`config.mk`:
```
export PLATFORM = sky130hd
export DESIGN_NAME = wb_write_scheduler_flat
export DESIGN_NICKNAME = d
export VERILOG_FILES = /design/src/rtl/wb_write_scheduler_pkg.sv /design/src/rtl/wb_write_scheduler_if.sv /design/src/rtl/wb_write_scheduler_fifo.sv /design/src/rtl/wb_write_scheduler.sv /design/src/flat_wrapper.sv
export SDC_FILE = /design/constraint.sdc
export NUM_CORES = 1
export LEC_CHECK = 0
export CAP_MARGIN = 20
export CORE_MARGIN = 2
export CORE_UTILIZATION = 45
export DETAILED_ROUTE_END_ITERATION = 8
export GPL_TIMING_DRIVEN = 0
export PLACE_DENSITY = 0.68
export SLEW_MARGIN = 10
export SYNTH_ARGS = -nofsm -noshare
export SYNTH_HDL_FRONTEND = slang
export SYNTH_SLANG_ARGS = --single-unit
```
`constraint.sdc`:
```
create_clock -name clk -period 4.2 [get_ports clk]
set_clock_uncertainty 0.05 [all_clocks]
set_input_delay 0.84 -clock clk [delete_from_list [all_inputs] [get_ports clk]]
set_output_delay 0.84 -clock clk [all_outputs]
set_load 0.02 [all_outputs]
```
`src/rtl/wb_write_scheduler_pkg.sv`:
```
`default_nettype none
// ============================================================================
//  Module      : wb_pkg
//  Description : Shared types and constants for the write-back scheduler.
//                wb_entry_t is the canonical layout of one queued write
//                (destination register + result); REG_ZERO is the hard-wired
//                zero register whose writes are dropped.
//  Revision    : 1.0 - initial release
// ============================================================================
package wb_pkg;

    localparam int WB_AW = 4;
    localparam int WB_DW = 32;

    typedef struct packed {
        logic [WB_AW-1:0] addr;
        logic [WB_DW-1:0] data;
    } wb_entry_t;

    localparam logic [WB_AW-1:0] REG_ZERO = '0;

endpackage
`default_nettype wire

```
`src/rtl/wb_write_scheduler_if.sv`:
```
`default_nettype none
// ============================================================================
//  Module      : wb_write_scheduler_if
//  Description : Bundle between the two issue lanes / register-file port and
//                the write-back scheduler.
//                  master : issue side (drives lanes, flush, port_hold) and
//                           observes the register-file write port
//                  slave  : the scheduler
//                Signals: flush, in_ready, l0_{valid,addr,data},
//                l1_{valid,addr,data}, port_hold, wr_en, wr_sel, wr_data,
//                pending.
//  Revision    : 1.0 - initial release
// ============================================================================
interface wb_write_scheduler_if #(
    parameter int DEPTH = 4,
    parameter int AW    = 4,
    parameter int DW    = 32
);
    localparam int CW = $clog2(DEPTH) + 1;

    logic          flush;
    logic          in_ready;
    logic          l0_valid;
    logic [AW-1:0] l0_addr;
    logic [DW-1:0] l0_data;
    logic          l1_valid;
    logic [AW-1:0] l1_addr;
    logic [DW-1:0] l1_data;
    logic          port_hold;
    logic          wr_en;
    logic [AW-1:0] wr_sel;
    logic [DW-1:0] wr_data;
    logic [CW-1:0] pending;

    modport master (
        output flush, l0_valid, l0_addr, l0_data,
               l1_valid, l1_addr, l1_data, port_hold,
        input  in_ready, wr_en, wr_sel, wr_data, pending
    );

    modport slave (
        input  flush, l0_valid, l0_addr, l0_data,
               l1_valid, l1_addr, l1_data, port_hold,
        output in_ready, wr_en, wr_sel, wr_data, pending
    );

endinterface
`default_nettype wire

```
`src/rtl/wb_write_scheduler_fifo.sv`:
```
`default_nettype none
// ============================================================================
//  Module      : wb_fifo_2w1r
//  Description : Circular buffer accepting up to two writes and one read per
//                cycle, with an explicit occupancy counter.
//  Ports       : clk, rst      - clock / synchronous active-high reset
//                i_flush       - drop all contents (same-cycle pushes too)
//                i_push_a/b    - push requests; b is only honoured with a and
//                                lands one slot after a
//                i_entry_a/b   - entries to push
//                i_pop         - advance the read pointer
//                o_head        - entry at the read pointer, zero when empty
//                o_count       - occupancy
//  Revision    : 1.0 - initial release
// ============================================================================
module wb_fifo_2w1r #(
    parameter int DEPTH = 4,
    parameter int EW    = 36
) (
    input  wire logic                       clk,
    input  wire logic                       rst,
    input  wire logic                       i_flush,
    input  wire logic                       i_push_a,
    input  wire logic [EW-1:0]              i_entry_a,
    input  wire logic                       i_push_b,
    input  wire logic [EW-1:0]              i_entry_b,
    input  wire logic                       i_pop,
    output logic      [EW-1:0]              o_head,
    output logic      [$clog2(DEPTH):0]     o_count
);
    localparam int PW = $clog2(DEPTH);
    localparam int CW = PW + 1;
    localparam int SW = CW + 1;

    logic [EW-1:0] r_mem_q [DEPTH];
    logic [EW-1:0] w_mem_d [DEPTH];
    logic [PW-1:0] r_wr_ptr_q, w_wr_ptr_d;
    logic [PW-1:0] r_rd_ptr_q, w_rd_ptr_d;
    logic [PW-1:0] w_wr_ptr_nxt;
    logic [CW-1:0] r_count_q, w_count_d;
    logic [SW-1:0] w_count_sum;
    logic [1:0]    w_n_push;

    // Number of pushes this cycle: 2'b10 for a pair, 2'b01 for a single.
    assign w_n_push     = {i_push_a & i_push_b, i_push_a & ~i_push_b};
    assign w_wr_ptr_nxt = r_wr_ptr_q + PW'(1);
    // One bit wider than the counter so an overflow would be visible.
    assign w_count_sum  = {1'b0, r_count_q} + SW'(w_n_push) - SW'(i_pop);

    always_comb begin
        w_mem_d    = r_mem_q;
        w_wr_ptr_d = r_wr_ptr_q;
        w_rd_ptr_d = r_rd_ptr_q;
        w_count_d  = r_count_q;
        if (i_flush) begin
            w_wr_ptr_d = '0;
            w_rd_ptr_d = '0;
            w_count_d  = '0;
        end else begin
            if (i_push_a) begin
                w_mem_d[r_wr_ptr_q] = i_entry_a;
            end
            if (i_push_a && i_push_b) begin
                w_mem_d[w_wr_ptr_nxt] = i_entry_b;
            end
            // Pointer width wraps naturally modulo DEPTH.
            w_wr_ptr_d = r_wr_ptr_q + PW'(w_n_push);
            w_rd_ptr_d = r_rd_ptr_q + PW'(i_pop);
            w_count_d  = w_count_sum[CW-1:0];
        end
    end

    always_ff @(posedge clk) begin
        if (rst) begin
            r_wr_ptr_q <= '0;
            r_rd_ptr_q <= '0;
            r_count_q  <= '0;
            for (int i = 0; i < DEPTH; i++) begin
                r_mem_q[i] <= '0;
            end
        end else begin
            r_wr_ptr_q <= w_wr_ptr_d;
            r_rd_ptr_q <= w_rd_ptr_d;
            r_count_q  <= w_count_d;
            r_mem_q    <= w_mem_d;
        end
    end

    assign o_head  = (r_count_q != '0) ? r_mem_q[r_rd_ptr_q] : '0;
    assign o_count = r_count_q;

    a_no_overflow: assert property (@(posedge clk) disable iff (rst || i_flush)
        w_count_sum <= SW'(DEPTH));

    a_no_underflow: assert property (@(posedge clk) disable iff (rst || i_flush)
        i_pop |-> (r_count_q != '0));

endmodule
`default_nettype wire

```
`src/rtl/wb_write_scheduler.sv`:
```
`default_nettype none
// ============================================================================
//  Module      : wb_write_scheduler
//  Description : Funnels write-backs from the two issue lanes onto the single
//                register-file write port (1-to-16 demux). Writes are queued
//                in program order (lane0 before lane1) and drained one per
//                cycle; writes to register 0 are dropped.
//  Ports       : clk, rst      - clock / synchronous active-high reset
//                bus (slave)   - lane requests, flush, port_hold in;
//                                in_ready, wr_en, wr_sel, wr_data, pending out
//  Revision    : 1.0 - initial release
// ============================================================================
module wb_write_scheduler
    import wb_pkg::*;
#(
    parameter int DEPTH = 4,
    parameter int AW    = WB_AW,
    parameter int DW    = WB_DW
) (
    input wire logic             clk,
    input wire logic             rst,
    wb_write_scheduler_if.slave  bus
);
    localparam int CW = $clog2(DEPTH) + 1;
    localparam int EW = AW + DW;

    logic [CW-1:0] w_count;
    logic [EW-1:0] w_head;
    logic          w_in_ready;
    logic          w_eff0;
    logic          w_eff1;
    logic          w_push_a;
    logic          w_push_b;
    logic [EW-1:0] w_entry_a;
    logic [EW-1:0] w_entry_b;
    logic          w_pop;

    // Room for a full pair, from registered occupancy only, so the lanes
    // never see a path from their own valids back to in_ready.
    assign w_in_ready = (CW'(DEPTH) - w_count) >= CW'(2);

    assign w_eff0 = bus.l0_valid && w_in_ready && (bus.l0_addr != AW'(REG_ZERO));
    assign w_eff1 = bus.l1_valid && w_in_ready && (bus.l1_addr != AW'(REG_ZERO));

    // Compact the effective lanes so the older one always takes slot wr_ptr.
    assign w_push_a  = w_eff0 | w_eff1;
    assign w_push_b  = w_eff0 & w_eff1;
    assign w_entry_a = w_eff0 ? {bus.l0_addr, bus.l0_data} : {bus.l1_addr, bus.l1_data};
    assign w_entry_b = {bus.l1_addr, bus.l1_data};

    // Reset also blocks the strobe so a reset mid-drain never leaks a write.
    assign w_pop = (w_count != '0) && !bus.port_hold && !bus.flush && !rst;

    wb_fifo_2w1r #(
        .DEPTH (DEPTH),
        .EW    (EW)
    ) u_fifo (
        .clk       (clk),
        .rst       (rst),
        .i_flush   (bus.flush),
        .i_push_a  (w_push_a),
        .i_entry_a (w_entry_a),
        .i_push_b  (w_push_b),
        .i_entry_b (w_entry_b),
        .i_pop     (w_pop),
        .o_head    (w_head),
        .o_count   (w_count)
    );

    assign bus.in_ready = w_in_ready;
    assign bus.wr_en    = w_pop;
    assign bus.wr_sel   = rst ? '0 : w_head[EW-1:DW];
    assign bus.wr_data  = rst ? '0 : w_head[DW-1:0];
    assign bus.pending  = w_count;

endmodule
`default_nettype wire

```
`src/flat_wrapper.sv`:
```
// flat-port wrapper written by rule: the top's interface ports become plain ports
module wb_write_scheduler_flat import wb_pkg::*;
#(
    parameter int DEPTH = 4,
    parameter int AW    = WB_AW,
    parameter int DW    = WB_DW
)
  (clk, rst, bus_flush, bus_l0_valid, bus_l0_addr, bus_l0_data, bus_l1_valid, bus_l1_addr, bus_l1_data, bus_port_hold, bus_in_ready, bus_wr_en, bus_wr_sel, bus_wr_data, bus_pending);
  wb_write_scheduler_if #(.DEPTH(DEPTH), .AW(AW), .DW(DW)) bus_i ();
  input wire logic clk;
  input wire logic rst;
  input wire logic [$bits(bus_i.flush)-1:0] bus_flush;
  input wire logic [$bits(bus_i.l0_valid)-1:0] bus_l0_valid;
  input wire logic [$bits(bus_i.l0_addr)-1:0] bus_l0_addr;
  input wire logic [$bits(bus_i.l0_data)-1:0] bus_l0_data;
  input wire logic [$bits(bus_i.l1_valid)-1:0] bus_l1_valid;
  input wire logic [$bits(bus_i.l1_addr)-1:0] bus_l1_addr;
  input wire logic [$bits(bus_i.l1_data)-1:0] bus_l1_data;
  input wire logic [$bits(bus_i.port_hold)-1:0] bus_port_hold;
  output wire logic [$bits(bus_i.in_ready)-1:0] bus_in_ready;
  output wire logic [$bits(bus_i.wr_en)-1:0] bus_wr_en;
  output wire logic [$bits(bus_i.wr_sel)-1:0] bus_wr_sel;
  output wire logic [$bits(bus_i.wr_data)-1:0] bus_wr_data;
  output wire logic [$bits(bus_i.pending)-1:0] bus_pending;
  assign bus_i.flush = bus_flush;
  assign bus_i.l0_valid = bus_l0_valid;
  assign bus_i.l0_addr = bus_l0_addr;
  assign bus_i.l0_data = bus_l0_data;
  assign bus_i.l1_valid = bus_l1_valid;
  assign bus_i.l1_addr = bus_l1_addr;
  assign bus_i.l1_data = bus_l1_data;
  assign bus_i.port_hold = bus_port_hold;
  assign bus_in_ready = bus_i.in_ready;
  assign bus_wr_en = bus_i.wr_en;
  assign bus_wr_sel = bus_i.wr_sel;
  assign bus_wr_data = bus_i.wr_data;
  assign bus_pending = bus_i.pending;
  wb_write_scheduler #(.DEPTH(DEPTH), .AW(AW), .DW(DW)) u_core (.clk(clk), .rst(rst), .bus(bus_i));
endmodule
```
==> impl_metrics.toml, run 1 <==
[placement]
io_buffers = 116
place_congestion = 0.923
place_hpwl_um = 20700

[synthesis]
synth_ff_type = "dfxtp_1"
yosysTopAreaCell = "dfxtp_1"
synth_nets = 1042
synthTopCellsByArea = "dfxtp_1, o21ai_0, mux4_2, a22oi_1, a21oi_1"
synthesis.instances = 953
ys_seq_elements = 151
ys.warnings.count = 0
syn_area_um2 = 8600
synth_most_common_cell = "o21ai_0"
ys_seq_area_frac = 0.352
netlist-cell-type-count = 49
synthTopCellsByCount = "o21ai_0, dfxtp_1, a21oi_1, clkbuf_1, a22oi_1"
syn-mean-instance-area_um2 = 9.02
netlist.area_leader.share = 0.352
synth_enable_flop_cells = 0
ys_async_sr_fraction = 0

[cells_and_area]
drive_above_1_share = 0.130
syn2layout_area_growth_pct = 25.1
nets = 1177

[critical_path]
cp_max_fo = 11
cp.required_ns = 4.51
timing.rr.start = "u_core.u_fifo.o_count[0]"
cp_num_buf_inv = 6
cp-end-kind = "flop"
worstSetupStartpoint = "u_core.u_fifo.o_count[0]"
crit_chain = "inv_1, ha_1, ha_1, nor3b_4, inv_2, clkbuf_2, nand3_1, inv_1, ha_1, nor4bb_1, clkbuf_2, nor2_4, clkbuf_2, a22oi_1, a21oi_1"
crit_family = "buffers and inverters"
start_kind = "flop"
cp.arrival_ns = 4.32
slowest_stage = "nor3b_4"
crit_path_max_incr_delay_ns = 0.43
path_class = "flop to flop"

[global_route]
grt_pass1_vias = 8433
grt_max_degree = 17
grt_usage = 0.310
antenna_found_initial = 1
grt_pass1_wl_um = 47900
overflow = 0

[cts]
cts_htree_levels = 4
cts-root-buf = "clkbuf_16"
numCtsBuffers = 17
cts_sinks = 151
cts_tree = "done"
path_clk_slew_ns = 0.06
cts_hold_buf = 0
cts_max_path_buffers = 2
clkLatencyLatePin_ns = 0.44

[sta]
slew-limit-headroom = 0.344
whs_ns = 0.450
hold_violations = 0
tightest_slew_ns = 0.981
tns_ns = 0
rsz0062_at_grt = "no"
setup_viol = 0
max_freq_mhz = 249
period_needed_ns = 4.01
slew_viol_final = 0
fin_crit_sh = 0.955

[routing]
drc = 0
routed_via_density = 6.63
drtIter0Drc = 1145
antenna_left = 0
vias = 8859
drtPass1Iterations = 6
drt_wl_total_um = 31400
wire_per_inst_um = 23.5

[pwr]
ir_drop_mv = 0.428
leakagePower_uw = 0.00336
power_density_nw_per_um2 = 555

[floorplanning]
initial_core_util = 0.460
die_h_um = 142
die_area_um2 = 20200
core_um2 = 18700
rows = 50
die_w_um = 142
ioPinCount = 119

[outcome]
status = "finished clean"

[hold_path]
hp-class = "flop to flop"
min_from = "u_core.u_fifo.r_mem_q[6]"

[job]
maxCapViolations = 0
-- per-layer routing --
metal | GRT usage | wire length [µm] | vias to the layer above
met5 | 0 | 0 | -
met2 | 0.470 | 13900 | 556
li1 | - | - | 3976
met3 | 0.0821 | 3170 | 87
met4 | 0.128 | 1050 | 0
met1 | 0.419 | 13200 | 4240
-- state kept, by name (all words and copies together) (netlist names) --
register / count
u_core.u_fifo.r_mem_q: 144
u_core.u_fifo.o_count: 3
u_core.u_fifo.r_rd_ptr_q: 2
u_core.u_fifo.r_wr_ptr_q: 2
-- stage by stage --
stage,util,setup slack [ns],cells,cell area [µm²],power [µW]
3_5_place_dp,0.538,-0.756,1304,10100,4170
5_1_grt,0.575,0.000854,1336,10800,6210
4_1_cts,0.574,0.0256,1334,10700,5860
3_3_place_gp,0.537,-0.760,1303,10100,4130
6_report,0.575,0.188,1336,10800,5960
2_1_floorplan,-,0.401,953,8600,3380
-- worst min-delay path, delay by kind of cell (launching register included) --
family,cells,cell delay [ns]
DFF,1,0.30
AOI/OAI and AO/OA,2,0.15
-- layout by cell type, fill, tap and decap left out, drive strengths merged, types with 5 or more instances in the layout --
cell           Yosys  routed
clkdlybuf4s50      0     116
clkbuf            83     105
nor2b             36      36
and4              32      32
buf               22      24
o221a             36      36
a21oi            100     100
nor3               6       6
o22ai             12      12
o31a              32      32
o21a              32      32
a22oi             72      72
dfxtp            151     151
mux4              36      36
inv               47      47
nand2b             5       5
ha                10      10
a31oi             32      32
o21ai            164     164
-- kinds of logic after synthesis --
family          count (synthesis)  share of synthesized area
compound gates                490                      0.366
simple gates                  108                     0.0915
flops                         151                      0.352
buf+inv                       152                     0.0749
mux                            36                     0.0943
xor+xnor                        5                    0.00509
fa+ha+maj                      11                     0.0169
-- area by class of cell --
cell class,instances,area [µm²]
clock inverters,7,113
fillers,1705,7950
flip-flops and latches,151,3020
well taps,234,293
diodes,1,2.50
repair buffers,119,1190
multi-input cells,650,4960
plain buffers,102,470
clock buffers,25,526
inverters,47,179
-- path summary, 6_finish.rpt --
kind         slack, ns                        end  cells after the start
max reg2reg       0.19  u_core.u_fifo.r_mem_q[55]                     15
max               0.19  u_core.u_fifo.r_mem_q[55]                     15
min reg2reg       0.45   u_core.u_fifo.r_mem_q[6]                      2
min               0.45   u_core.u_fifo.r_mem_q[6]                      2
-- power breakdown --
part / switching [µW] / internal [µW]
Combinational: 1430 / 989
Clock: 643 / 1040
Sequential: 146 / 1710
-- what timing repair did --
| action | 4_1_cts | 5_1_grt |
|---|---|---|
| gates cloned | 0 | 0 |
| setup buffers | 0 | 2 |
| resized for setup | 15 | 10 |
| setup endpoints to repair | 147 | 157 |
(Power assumes the default switching activity.)
==> inputs of run 2 (changes only) <==
CORE_MARGIN = 4   (was 2)
PLACE_DENSITY = 0.7   (was 0.68)
clock period = 3.25 ns   (was 4.2 ns; I/O delays follow)
==> impl_metrics.toml, run 2 (synthesis gave the netlist of run 1 again) <==
[pwr]
power_density_nw_per_um2 = 720
leakagePower_uw = 0.00396
internal_power_uw = 4980
power_frac_seq = 0.302
switching_share = 0.376
ir_drop_mv = 0.549
clkPwrFrac = 0.251
switching_power_uw = 3010
combPwrFrac = 0.447

[routing]
antenna_left = 0
drc = 0
wire_per_inst_um = 23.4
routed_via_density = 6.64
drtPass1Iterations = 6
drt_wl_total_um = 31600
vias = 8958
drtIter0Drc = 1372

[floorplanning]
rows = 50
die_h_um = 146
core_um2 = 18800
die_w_um = 146
initial_core_util = 0.458
ioPinCount = 119
die_area_um2 = 21400

[cells_and_area]
regMostFlops = "u_core.u_fifo.r_mem_q"
syn2layout_area_growth_pct = 29.0
nets = 1192
largest_register_ffs = 144
drive_above_1_share = 0.176
fill_cells = 1659
antennaDiodeCount = 0
final_cell_mix = "dfxtp_1, o21ai_0, a21oi_1"
final_common_cell = "dfxtp_1"

[placement]
place_congestion = 0.910
place_ws_ns = -1.36
place_hpwl_um = 21000
io_buffers = 116

[outcome]
status = "finished clean"

[sta]
tns_ns = 0
rsz0062_at_grt = "yes"
tightest_slew_ns = 0.664
fin_ws_ns = 0.0599
setup_viol = 0
slew-limit-headroom = 0.557
max_freq_mhz = 313
slew_viol_final = 0
period_needed_ns = 3.19
hold_violations = 0
fin_crit_sh = 0.982

[critical_path]
cp_max_fo = 6
start_kind = "input port"
crit_chain = "clkdlybuf4s50_1, nor4_4, nor3_4, inv_2, ha_4, inv_1, ha_1, inv_1, ha_1, inv_2, fa_2, xnor2_2, xnor2_1, nor3_1"
crit_path_max_incr_delay_ns = 0.66
path_class = "input port to flop"
slowest_stage = "nor4_4"
cp-end-kind = "flop"
cp.required_ns = 3.56
cp.arrival_ns = 3.50

[global_route]
grt_usage = 0.286
grt_max_degree = 17
grt_pass1_wl_um = 48400
grt_pass1_vias = 8552
antenna_found_initial = 0
overflow = 0

[cts]
clkLatencyLatePin_ns = 0.44
path_clk_slew_ns = 0.06
cts-root-buf = "clkbuf_16"
cts_htree_levels = 4
cts_sinks = 151
cts_max_path_buffers = 2
numCtsBuffers = 17
cts_tree = "done"
cts_hold_buf = 0

[job]
maxCapViolations = 0

[hold_path]
hp-class = "flop to flop"
-- run 2: cell types whose count changed in the layout (fill, tap and decap cells not counted), sizes merged --
| cell | before | now |
|---|---|---|
| clkinvlp | 1 | 3 |
| clkinv | 3 | 6 |
| bufinv | 3 | 1 |
| dlygate4sd2 | 0 | 8 |
| clkbuf | 105 | 98 |
| clkdlybuf4s18 | 1 | 0 |
| clkdlybuf4s50 | 116 | 86 |
| dlymetal6s2s | 0 | 22 |
| diode | 1 | 0 |
| buf | 24 | 44 |
-- run 2: layout make-up --
| type | instances | area, µm² | area share |
|---|---|---|---|
| multi-input cells | 650 | 5060 | 0.456 |
| flip-flops and latches | 151 | 3030 | 0.273 |
| repair buffers | 136 | 1360 | 0.122 |
| plain buffers | 100 | 588 | 0.0530 |
| clock buffers | 22 | 495 | 0.0447 |
| well taps | 234 | 293 | 0.0264 |
| inverters | 47 | 179 | 0.0161 |
| clock inverters | 10 | 93.8 | 0.00846 |
-- run 2: power by group through the flow --
stage / Sequential, µW / Combinational (µW) / Clock, µW
5_1_grt: 2450 / 3820 / 2080
4_1_cts: 2410 / 3420 / 2000
6_report: 2410 / 3570 / 2000
3_5_place_dp: 2440 / 3080 / 0
3_3_place_gp: 2430 / 3050 / 0
2_1_floorplan: 2400 / 2110 / 0
-- run 2: critical path: cells and delay by family --
family,cells,cell delay [ns]
and+or+nand+nor,3,0.91
adders and majority gates,4,0.89
xor gates and xnor gates,2,0.27
buffers and inverters,5,0.76
-- run 2: final timing paths --
check | slack (ns) | endpoint | cells after the start | start
worst min register to register | 0.45 | u_core.u_fifo.r_mem_q[0] | 2 | u_core.u_fifo.r_mem_q[0]
worst min-delay path | 0.45 | u_core.u_fifo.r_mem_q[0] | 2 | u_core.u_fifo.r_mem_q[0]
worst max register to register | 0.09 | u_core.u_fifo.o_count[2] | 17 | u_core.u_fifo.o_count[0]
worst max-delay path | 0.06 | u_core.u_fifo.o_count[2] | 14 | bus_l0_addr[1]
-- run 2: stage by stage --
step	total power, µW	hold slack [ns]	utilization	cell area [µm²]	std cells
floorplan	4510	0.420	-	8670	953
global route	8350	0.477	0.591	11100	1350
global placement	5480	0.431	0.539	10100	1303
finish	7990	0.455	0.591	11100	1350
CTS	7830	0.453	0.586	11000	1347
detailed placement	5520	0.443	0.539	10100	1304
-- run 2: timing repair --
| action | 4_1_cts | 5_1_grt |
|---|---|---|
| buffers inserted | 15 | 6 |
| pin swaps | 6 | 5 |
| gates resized for setup | 83 | 56 |
| setup endpoints to repair | 184 | 164 |
-- run 2: routing by layer --
metal / track usage / routed length (µm) / up-vias
met5: 0 / 0 / -
met4: 0.100 / 750 / 0
met3: 0.0785 / 3560 / 76
met2: 0.442 / 14500 / 605
met1: 0.387 / 12800 / 4268
li1: - / - / 4009
